===== config.mk =====
export PLATFORM = sky130hd
export DESIGN_NAME = decompress_matrix
export DESIGN_NICKNAME = d
export VERILOG_FILES = /design/src/rtl/decompress_matrix.sv
export SDC_FILE = /design/constraint.sdc
export NUM_CORES = 2
export LEC_CHECK = 0
export BUFFER_PORTS_ARGS = -buffer_cell sky130_fd_sc_hd__buf_4
export CAP_MARGIN = 20
export CORE_AREA = 2 2 728 730
export CTS_CLUSTER_SIZE = 8
export DETAILED_ROUTE_END_ITERATION = 10
export DIE_AREA = 0 0 730 732
export PLACE_DENSITY_LB_ADDON = 0.05
export SKIP_LAST_GASP = 1
export SLEW_MARGIN = 20
export SYNTH_ARGS = -nofsm -noshare
export SYNTH_HDL_FRONTEND = slang
export SYNTH_SLANG_ARGS = --single-unit

===== constraint.sdc =====
create_clock -name clk -period 4.9 [get_ports clk]
set_clock_uncertainty 0.2 [all_clocks]
set_input_delay 0 -clock clk [delete_from_list [all_inputs] [get_ports clk]]
set_output_delay 0 -clock clk [all_outputs]
set_load 0.005 [all_outputs]

===== src/rtl/decompress_matrix.sv =====
// Block-floating-point decompressor: 16 complex OW-bit mantissas -> IW-bit samples, 3-clk latency.
// Optional macro DECOMP_ROUND_EN fills bit n-1 with 1 (midpoint reconstruction).
module decompress_matrix #(
  parameter int unsigned IW    = 40,
  parameter int unsigned OW    = 16,
  parameter int unsigned LEN_W = 11
) (
  input  logic                    clk,
  input  logic                    rst,
  input  logic                    i_sel,
  input  logic                    i_sop,
  input  logic                    i_eop,
  input  logic                    i_vld,
  input  logic [15:0][OW-1:0]     i_din_re,
  input  logic [15:0][OW-1:0]     i_din_im,
  input  logic [4:0]              i_shift,
  input  logic [6:0]              i_slot_idx,
  input  logic [3:0]              i_symb_idx,
  input  logic [8:0]              i_prb_idx,
  input  logic [3:0]              i_ch_type,
  input  logic [7:0]              i_info,
  output logic                    o_sel,
  output logic                    o_sop,
  output logic                    o_eop,
  output logic                    o_vld,
  output logic [15:0][IW-1:0]     o_dout_re,
  output logic [15:0][IW-1:0]     o_dout_im,
  output logic [6:0]              o_slot_idx,
  output logic [3:0]              o_symb_idx,
  output logic [8:0]              o_prb_idx,
  output logic [3:0]              o_type,
  output logic [7:0]              o_info,
  output logic [LEN_W-1:0]        o_blk_len,
  output logic                    o_err_frame,
  output logic                    o_err_shift
);

  localparam int unsigned DIFF = IW - OW;
  localparam int unsigned NW   = $clog2(IW + 1);

  typedef enum logic {IDLE, PKT} state_t;
  state_t state, state_nx;

  logic             beat_ok, frame_err, start, shift_bad;
  logic [NW-1:0]    n_sop, n_lat, n_use;
  logic [LEN_W-1:0] cnt, cnt_nx;

  // Stage 1
  logic                s1_vld, s1_sop, s1_eop, s1_sel, s1_ef, s1_es;
  logic [NW-1:0]       s1_n;
  logic [15:0][OW-1:0] s1_re, s1_im;
  logic [LEN_W-1:0]    s1_len;
  logic [6:0]          s1_slot;
  logic [3:0]          s1_symb, s1_type;
  logic [8:0]          s1_prb;
  logic [7:0]          s1_info;

  // Stage 2
  logic                s2_vld, s2_sop, s2_eop, s2_sel, s2_ef, s2_es;
  logic [15:0][IW-1:0] shf_re, shf_im, s2_re, s2_im;
  logic [IW-1:0]       rnd;
  logic [LEN_W-1:0]    s2_len;
  logic [6:0]          s2_slot;
  logic [3:0]          s2_symb, s2_type;
  logic [8:0]          s2_prb;
  logic [7:0]          s2_info;

  always_ff @(posedge clk) begin
    if (rst) state <= IDLE;
    else     state <= state_nx;
  end

  always_comb begin
    state_nx = state;
    case (state)
      IDLE: if (i_vld && i_sop && !i_eop) state_nx = PKT;
      PKT:  if (i_vld && i_eop)           state_nx = IDLE;
      default: state_nx = IDLE;
    endcase
  end

  always_comb begin
    start     = i_vld && i_sop;
    beat_ok   = i_vld && (i_sop || state == PKT);
    frame_err = i_vld && ((state == IDLE) ? !i_sop : i_sop);
  end

  always_comb begin
    shift_bad = 32'(i_shift) > DIFF;
    n_sop     = shift_bad ? '0 : NW'(DIFF - 32'(i_shift));
    n_use     = start ? n_sop : n_lat;
    if (start)
      cnt_nx = LEN_W'(1);
    else if (beat_ok)
      cnt_nx = (cnt == '1) ? cnt : cnt + LEN_W'(1);
    else
      cnt_nx = cnt;
  end

  always_ff @(posedge clk) begin
    if (rst) begin
      n_lat  <= '0;
      cnt    <= '0;
      s1_vld <= 1'b0; s1_sop <= 1'b0; s1_eop <= 1'b0; s1_sel <= 1'b0;
      s1_ef  <= 1'b0; s1_es  <= 1'b0; s1_n   <= '0;
      s1_re  <= '0;   s1_im  <= '0;   s1_len <= '0;
      s1_slot <= '0; s1_symb <= '0; s1_prb <= '0; s1_type <= '0; s1_info <= '0;
    end else begin
      if (start) begin
        n_lat   <= n_sop;
        s1_slot <= i_slot_idx;
        s1_symb <= i_symb_idx;
        s1_prb  <= i_prb_idx;
        s1_type <= i_ch_type;
        s1_info <= i_info;
      end
      cnt    <= cnt_nx;
      s1_vld <= beat_ok;
      s1_sop <= start;
      s1_eop <= beat_ok && i_eop;
      s1_sel <= i_sel;
      s1_ef  <= frame_err;
      s1_es  <= start && shift_bad;
      s1_n   <= n_use;
      s1_re  <= i_din_re;
      s1_im  <= i_din_im;
      s1_len <= cnt_nx;
    end
  end

  always_comb begin
`ifdef DECOMP_ROUND_EN
    rnd = (s1_n != '0) ? (IW'(1) << (s1_n - NW'(1))) : '0;
`else
    rnd = '0;
`endif
    shf_re = '0;
    shf_im = '0;
    for (int unsigned c = 0; c < 16; c++) begin
      shf_re[c] = ({{DIFF{s1_re[c][OW-1]}}, s1_re[c]} << s1_n) | rnd;
      shf_im[c] = ({{DIFF{s1_im[c][OW-1]}}, s1_im[c]} << s1_n) | rnd;
    end
  end

  always_ff @(posedge clk) begin
    if (rst) begin
      s2_vld <= 1'b0; s2_sop <= 1'b0; s2_eop <= 1'b0; s2_sel <= 1'b0;
      s2_ef  <= 1'b0; s2_es  <= 1'b0;
      s2_re  <= '0;   s2_im  <= '0;   s2_len <= '0;
      s2_slot <= '0; s2_symb <= '0; s2_prb <= '0; s2_type <= '0; s2_info <= '0;
    end else begin
      s2_vld  <= s1_vld;  s2_sop  <= s1_sop;  s2_eop  <= s1_eop;  s2_sel <= s1_sel;
      s2_ef   <= s1_ef;   s2_es   <= s1_es;
      s2_re   <= shf_re;  s2_im   <= shf_im;  s2_len  <= s1_len;
      s2_slot <= s1_slot; s2_symb <= s1_symb; s2_prb  <= s1_prb;
      s2_type <= s1_type; s2_info <= s1_info;
    end
  end

  // Metadata outputs move only with o_sop so they hold across the whole packet.
  always_ff @(posedge clk) begin
    if (rst) begin
      o_vld <= 1'b0; o_sop <= 1'b0; o_eop <= 1'b0; o_sel <= 1'b0;
      o_err_frame <= 1'b0; o_err_shift <= 1'b0;
      o_dout_re <= '0; o_dout_im <= '0; o_blk_len <= '0;
      o_slot_idx <= '0; o_symb_idx <= '0; o_prb_idx <= '0; o_type <= '0; o_info <= '0;
    end else begin
      o_vld       <= s2_vld;
      o_sop       <= s2_sop;
      o_eop       <= s2_eop;
      o_sel       <= s2_sel;
      o_err_frame <= s2_ef;
      o_err_shift <= s2_es;
      o_dout_re   <= s2_re;
      o_dout_im   <= s2_im;
      o_blk_len   <= s2_len;
      if (s2_sop) begin
        o_slot_idx <= s2_slot;
        o_symb_idx <= s2_symb;
        o_prb_idx  <= s2_prb;
        o_type     <= s2_type;
        o_info     <= s2_info;
      end
    end
  end

endmodule


# Word-level counts from Yosys, hierarchy flattened
# Cells that the tools add are included.
[totals]
reg_bits = 3226
in_bits = 555
output_inout_bits = 1329
wordCells = 196
[op_classes]
addsub = 2
magnitude_cmp = 1
eq_ne = 2
shifts = 32
muxes = 8
bitwise_logic = 2
n_reduce_logical = 14
[op_table]
columns = ["operator", "count"]
rows = [
  ["40-bit by 6-bit left shift with 40-bit output", 32],
  ["11-bit by 1-bit adder with 11-bit output (second input constant)", 1],
  ["11-bit equality test (second input constant)", 1],
  ["1-bit logical AND", 7],
  ["1-bit two-way mux", 6],
  ["6-bit two-way mux", 1],
  ["5-bit by 5-bit subtractor with 6-bit output (first input constant)", 1],
  ["5-bit greater-than comparator (second input constant)", 1],
  ["2-bit AND reduction", 2],
  ["1-bit logical NOT", 2],
  ["2-bit != test (second input constant)", 1],
  ["1-bit inverter", 2],
  ["1-bit one-hot mux with 2 select lines", 1],
  ["2-bit nonzero test", 1],
  ["2-bit OR reduction", 1],
  ["1-bit logical OR", 1],
]

# Depth between registers and ports, before layout
[logic_depth]
word_depth = 4
depth_mapped = 10
mapped_depth_nobuf = 6

# Least setup slack after synthesis
# No wires, ideal clock.
[synth_timing]
path_type = "register -> register"
start = "register s1_n[1]"
end = "register s2_re[376] (netlist name)"
arrival_ns = 2.051
required_time_ns = 4.578
setup_slack_ns = 2.528
stages_incl_launch_ff = 8
synth_period_minus_slack_ns = 2.372
path_cell_list = "dfxtp_1 > buf_6 > buf_6 > buf_4 > mux2_2 > mux2_2 > a32o_1 > a221o_1"
[synth_between]
elab_chain_len = 1
[synth_lines]
columns = ["element", "line_no", "source"]
rows = [
  ["start, declared", "50", "logic [NW-1:0] s1_n;"],
  ["start signal, assigned", "124", "s1_n <= n_use;"],
  ["40-bit by 6-bit left shift with 40-bit output", "140", "shf_re[c] = ({{DIFF{s1_re[c][OW-1]}}, s1_re[c]} << s1_n) | rnd;"],
  ["end signal, assigned", "154", "s2_re <= shf_re; s2_im <= shf_im; s2_len <= s1_len;"],
  ["end, declared", "60", "logic [15:0][IW-1:0] shf_re, shf_im, s2_re, s2_im;"],
]
# Every way passes these cells.
# A chain may end at the register's enable or synchronous reset.

# Worst setup path in the final report
[layout_timing]
start = "register s1_n[0]"
end = "register s2_im[538] (netlist name)"
[layout_between]
elab_chain_len = 1
[layout_lines]
columns = ["element", "line_no", "source"]
rows = [
  ["40-bit by 6-bit left shift with 40-bit output", "141", "shf_im[c] = ({{DIFF{s1_im[c][OW-1]}}, s1_im[c]} << s1_n) | rnd;"],
  ["end signal, assigned", "154", ""],
  ["end, declared", "60", ""],
]
# Every way passes these cells.

==> results.ini <==
[status]
status = complete, but fails checks
violations = negative hold slack

[setup_path]
crit_chain = nand2_4 -> buf_4 -> buf_4 -> o22a_1 -> a221oi_1 -> a21o_1
critPathRequiredTime_ns = 5.64
arrival_ns = 5.05
reg2reg_to = s2_im[538]
timing_worst_setup_path_type = register to register
critical_path.top_delay_family = compound AO/OA/AOI/OAI gates
crit_path_end_kind = register
critPathMaxStageDelay_ns = 1.01
r2r-start = s1_n[0]
crit_path_frequent_cell = buf_4
critical-path-slowest-cell = a221oi_1
r2r_setup_slack_ns = 0.59
worstSetupStartpointType = register
cp_num_buf_inv = 2
rr_worst_depth = 6
crit_fanout = 42

[cts]
ctsHoldBuffers = 1370
cts_setup_buffers = 0
insertion_delay_ns = 1.12
cts_tree = built
clkSinkCount = 3226
cts_max_path_buffers = 4
cts_made_buffers = 455
path_clk_slew_ns = 0.06
cts_resized = 0
root_buffer = clkbuf_16
htreeDepth = 5

[sta]
relSlewSlack_pct = 14.02
rsz0062_at_grt = no
fin_crit_sh_pct = 88.01
slew_viol_final = 0
fmax_ghz = 0.2319
hold_viol = 2
setup_viol = 0
finalCriticalPeriod_ns = 4.313
fin_hold_ws_ns = -0.007322
tightest_slew_ns = 1.290
setup_tns_ns = 0

[layout]
nNetsFinal = 16160
fillers = 53420
final_cell_mix = dfxtp_1, buf_4, nor2b_1
area_delta_synth_final_pct = 37.04
final_common_cell = dfxtp_1
drive_above_1_share_pct = 25.73

[grt]
antenna_found_initial = 351
grt.overflow.total = 0
grt_first_pass_wirelength_um = 1300000
grt_use_total_pct = 36.11
grt_start_max_net_pins = 183
grt_pass1_vias = 128300

[placed_design]
hpwl_um = 717600
io_buffers = 1883
place_congestion = 0.9390

[yosys]
ys_warn_count = 0
synth-compound-area-share_pct = 14.59
syn-num-nets = 13220
synth.distinct_cells = 90
syn_area_um2 = 133900
ys_ff_latch = 3226
synth_top_family_by_area = multiplexers
ys.flop_type = dfxtp_1
synth_edf_count = 0
synth_fa_ha_area_share_pct = 0.02804
avgSynthCellArea_um2 = 10.57
synth-xor-area-share_pct = 0.01309
synth.area.mux_share_pct = 17.47
synth_simple_gate_area_share_pct = 15.23
seq_area_frac_synth_pct = 48.25
synth_cells = 12660
synthArstFlopShare_pct = 0

[drt]
wl_um = 1009000
vias = 129600
drc = 0
firstDrtPassIters = 11
ant_nets = 0
viasPerCell = 5.659
routedWlPerCell_um = 44.05
drt_iter0_markers = 15300

[die]
io_pins = 1884
die_h_um = 732
core_um2 = 526800
dieArea_um2 = 534400
die_w_um = 730
initial_utilization_pct = 25.41
row_count = 267

[power]
combPwrFrac_pct = 15.4
p_per_area_nw_per_um2 = 381.4
p_leak_nw = 70.91
pwr-share-seq_pct = 42.4
p_sw_mw = 20.98
ir_drop_mv = 0.3363
pwr-share-clk_pct = 42.3
p_sw_share_pct = 29.99
total_power_mw = 69.97
intPower_mw = 48.99

[min_path]
hold_path_class = input pin to register
holdCritStartpoint = rst
holdPathStages = 3
min_to = s1_re[176]

[job]
cap_violations = 0

==> cell families after synthesis <==
| family | count (synthesis) |
|---|---|
| compound gates | 2698 |
| xor+xnor | 2 |
| fa+ha+maj | 3 |
| buf+inv | 1251 |
| flops | 3226 |
| mux | 1713 |
| simple gates | 3771 |
==> per-stage QoR <==
step | cell area [um^2] | setup WS, ns | hold slack, ns | cells | utilization, %
6_report | 183400 | 0.5873 | -0.007322 | 22900 | 34.82
5_1_grt | 183200 | 0.7125 | 0.004513 | 22800 | 34.77
4_1_cts | 182800 | 0.8340 | 0.000008660 | 22680 | 34.71
3_5_place_dp | 156400 | 0.8216 | 0.01263 | 20770 | 29.69
3_3_place_gp | 156300 | 0.4924 | 0.01519 | 20760 | 29.67
2_1_floorplan | 133900 | 2.528 | -0.08873 | 12660 | -
==> power by group through the flow <==
stage | logic (mW) | clock network, mW | registers, mW
floorplan | 4.77 | 0 | 28.7
global placement | 9.64 | 0 | 30.1
detailed placement | 9.60 | 0 | 30.1
CTS | 10.5 | 30.1 | 29.6
global route | 11.0 | 31.1 | 29.6
finish | 10.8 | 29.6 | 29.6
==> how the worst max path moves through the flow <==
| stage | from | end | slack (ns) | cells after the start |
|---|---|---|---|---|
| 4_1_cts | s1_n[0] | s2_im[538] | 0.83 | 6 |
| 5_1_grt | s1_n[0] | s2_im[538] | 0.71 | 6 |
| 3_5_place_dp | s1_n[0] | s2_im[538] | 0.82 | 6 |
| 3_3_place_gp | s1_n[3] | s2_im[394] | 0.49 | 6 |
| 2_1_floorplan | s1_n[1] | s2_re[376] | 2.53 | 7 |
| 6_report | s1_n[0] | s2_im[538] | 0.59 | 6 |
==> cell usage after synthesis (65+ instances only) <==
cell	instances	area share, %
a211o_1	66	0.43
a211oi_1	203	1.1
a21oi_1	295	1.1
a221o_1	72	0.54
a221oi_1	111	0.73
a22o_1	90	0.59
a22oi_1	173	0.97
a31oi_1	73	0.34
and2_1	90	0.42
and3_1	65	0.30
buf_2	237	0.89
buf_4	126	0.71
clkbuf_1	751	2.1
dfxtp_1	3226	48
mux2_2	485	4.1
mux2i_1	772	5.8
mux4_2	449	7.6
nand2_1	564	1.6
nand3_1	72	0.27
nor2_1	729	2.0
nor2b_1	1925	9.0
nor3_1	69	0.26
o211ai_1	202	1.1
o21ai_0	333	1.2
o221ai_1	128	0.84
o22ai_1	350	1.6
o2bb2ai_1	131	0.86
==> tightest hold or removal path: stages <==
cell	delay, ns
dlygate4sd3_1	0.62
buf_16	0.29
nor2b_1	0.24
==> flip-flops by register name, indices dropped and copies added, names as in the netlist, 8 cells and up <==
| name | count |
|---|---|
| o_dout_im | 640 |
| o_dout_re | 640 |
| s2_im | 640 |
| s2_re | 640 |
| s1_im | 256 |
| s1_re | 256 |
| o_blk_len | 11 |
| s1_len | 11 |
| s2_len | 11 |
| o_prb_idx | 9 |
| s1_prb | 9 |
| s2_prb | 9 |
| o_info | 8 |
| s1_info | 8 |
| s2_info | 8 |
==> layer usage <==
| layer | vias up | track usage [%] | wire length [um] |
|---|---|---|---|
| li1 | 51640 | - | - |
| met2 | 9261 | 52.72 | 424500 |
| met1 | 65990 | 45.71 | 410300 |
| met5 | - | 0 | 1115 |
| met4 | 170 | 24.17 | 75470 |
| met3 | 2552 | 10.91 | 97510 |
==> final cells by class <==
cell class                 instances  area, um^2  area share, %
sequential                      3226       64610          35.22
inverter                          22       125.1        0.06821
antenna                          221       553.0         0.3015
timing repair buffer            3710       32520          17.73
multi-input combinational       8187       64150          34.97
tap                             6994        8751          4.771
clock buffer                     505       11870          6.468
clock inverter                    39       857.1         0.4672
Note: power is estimated with default switching activity, not from simulation.
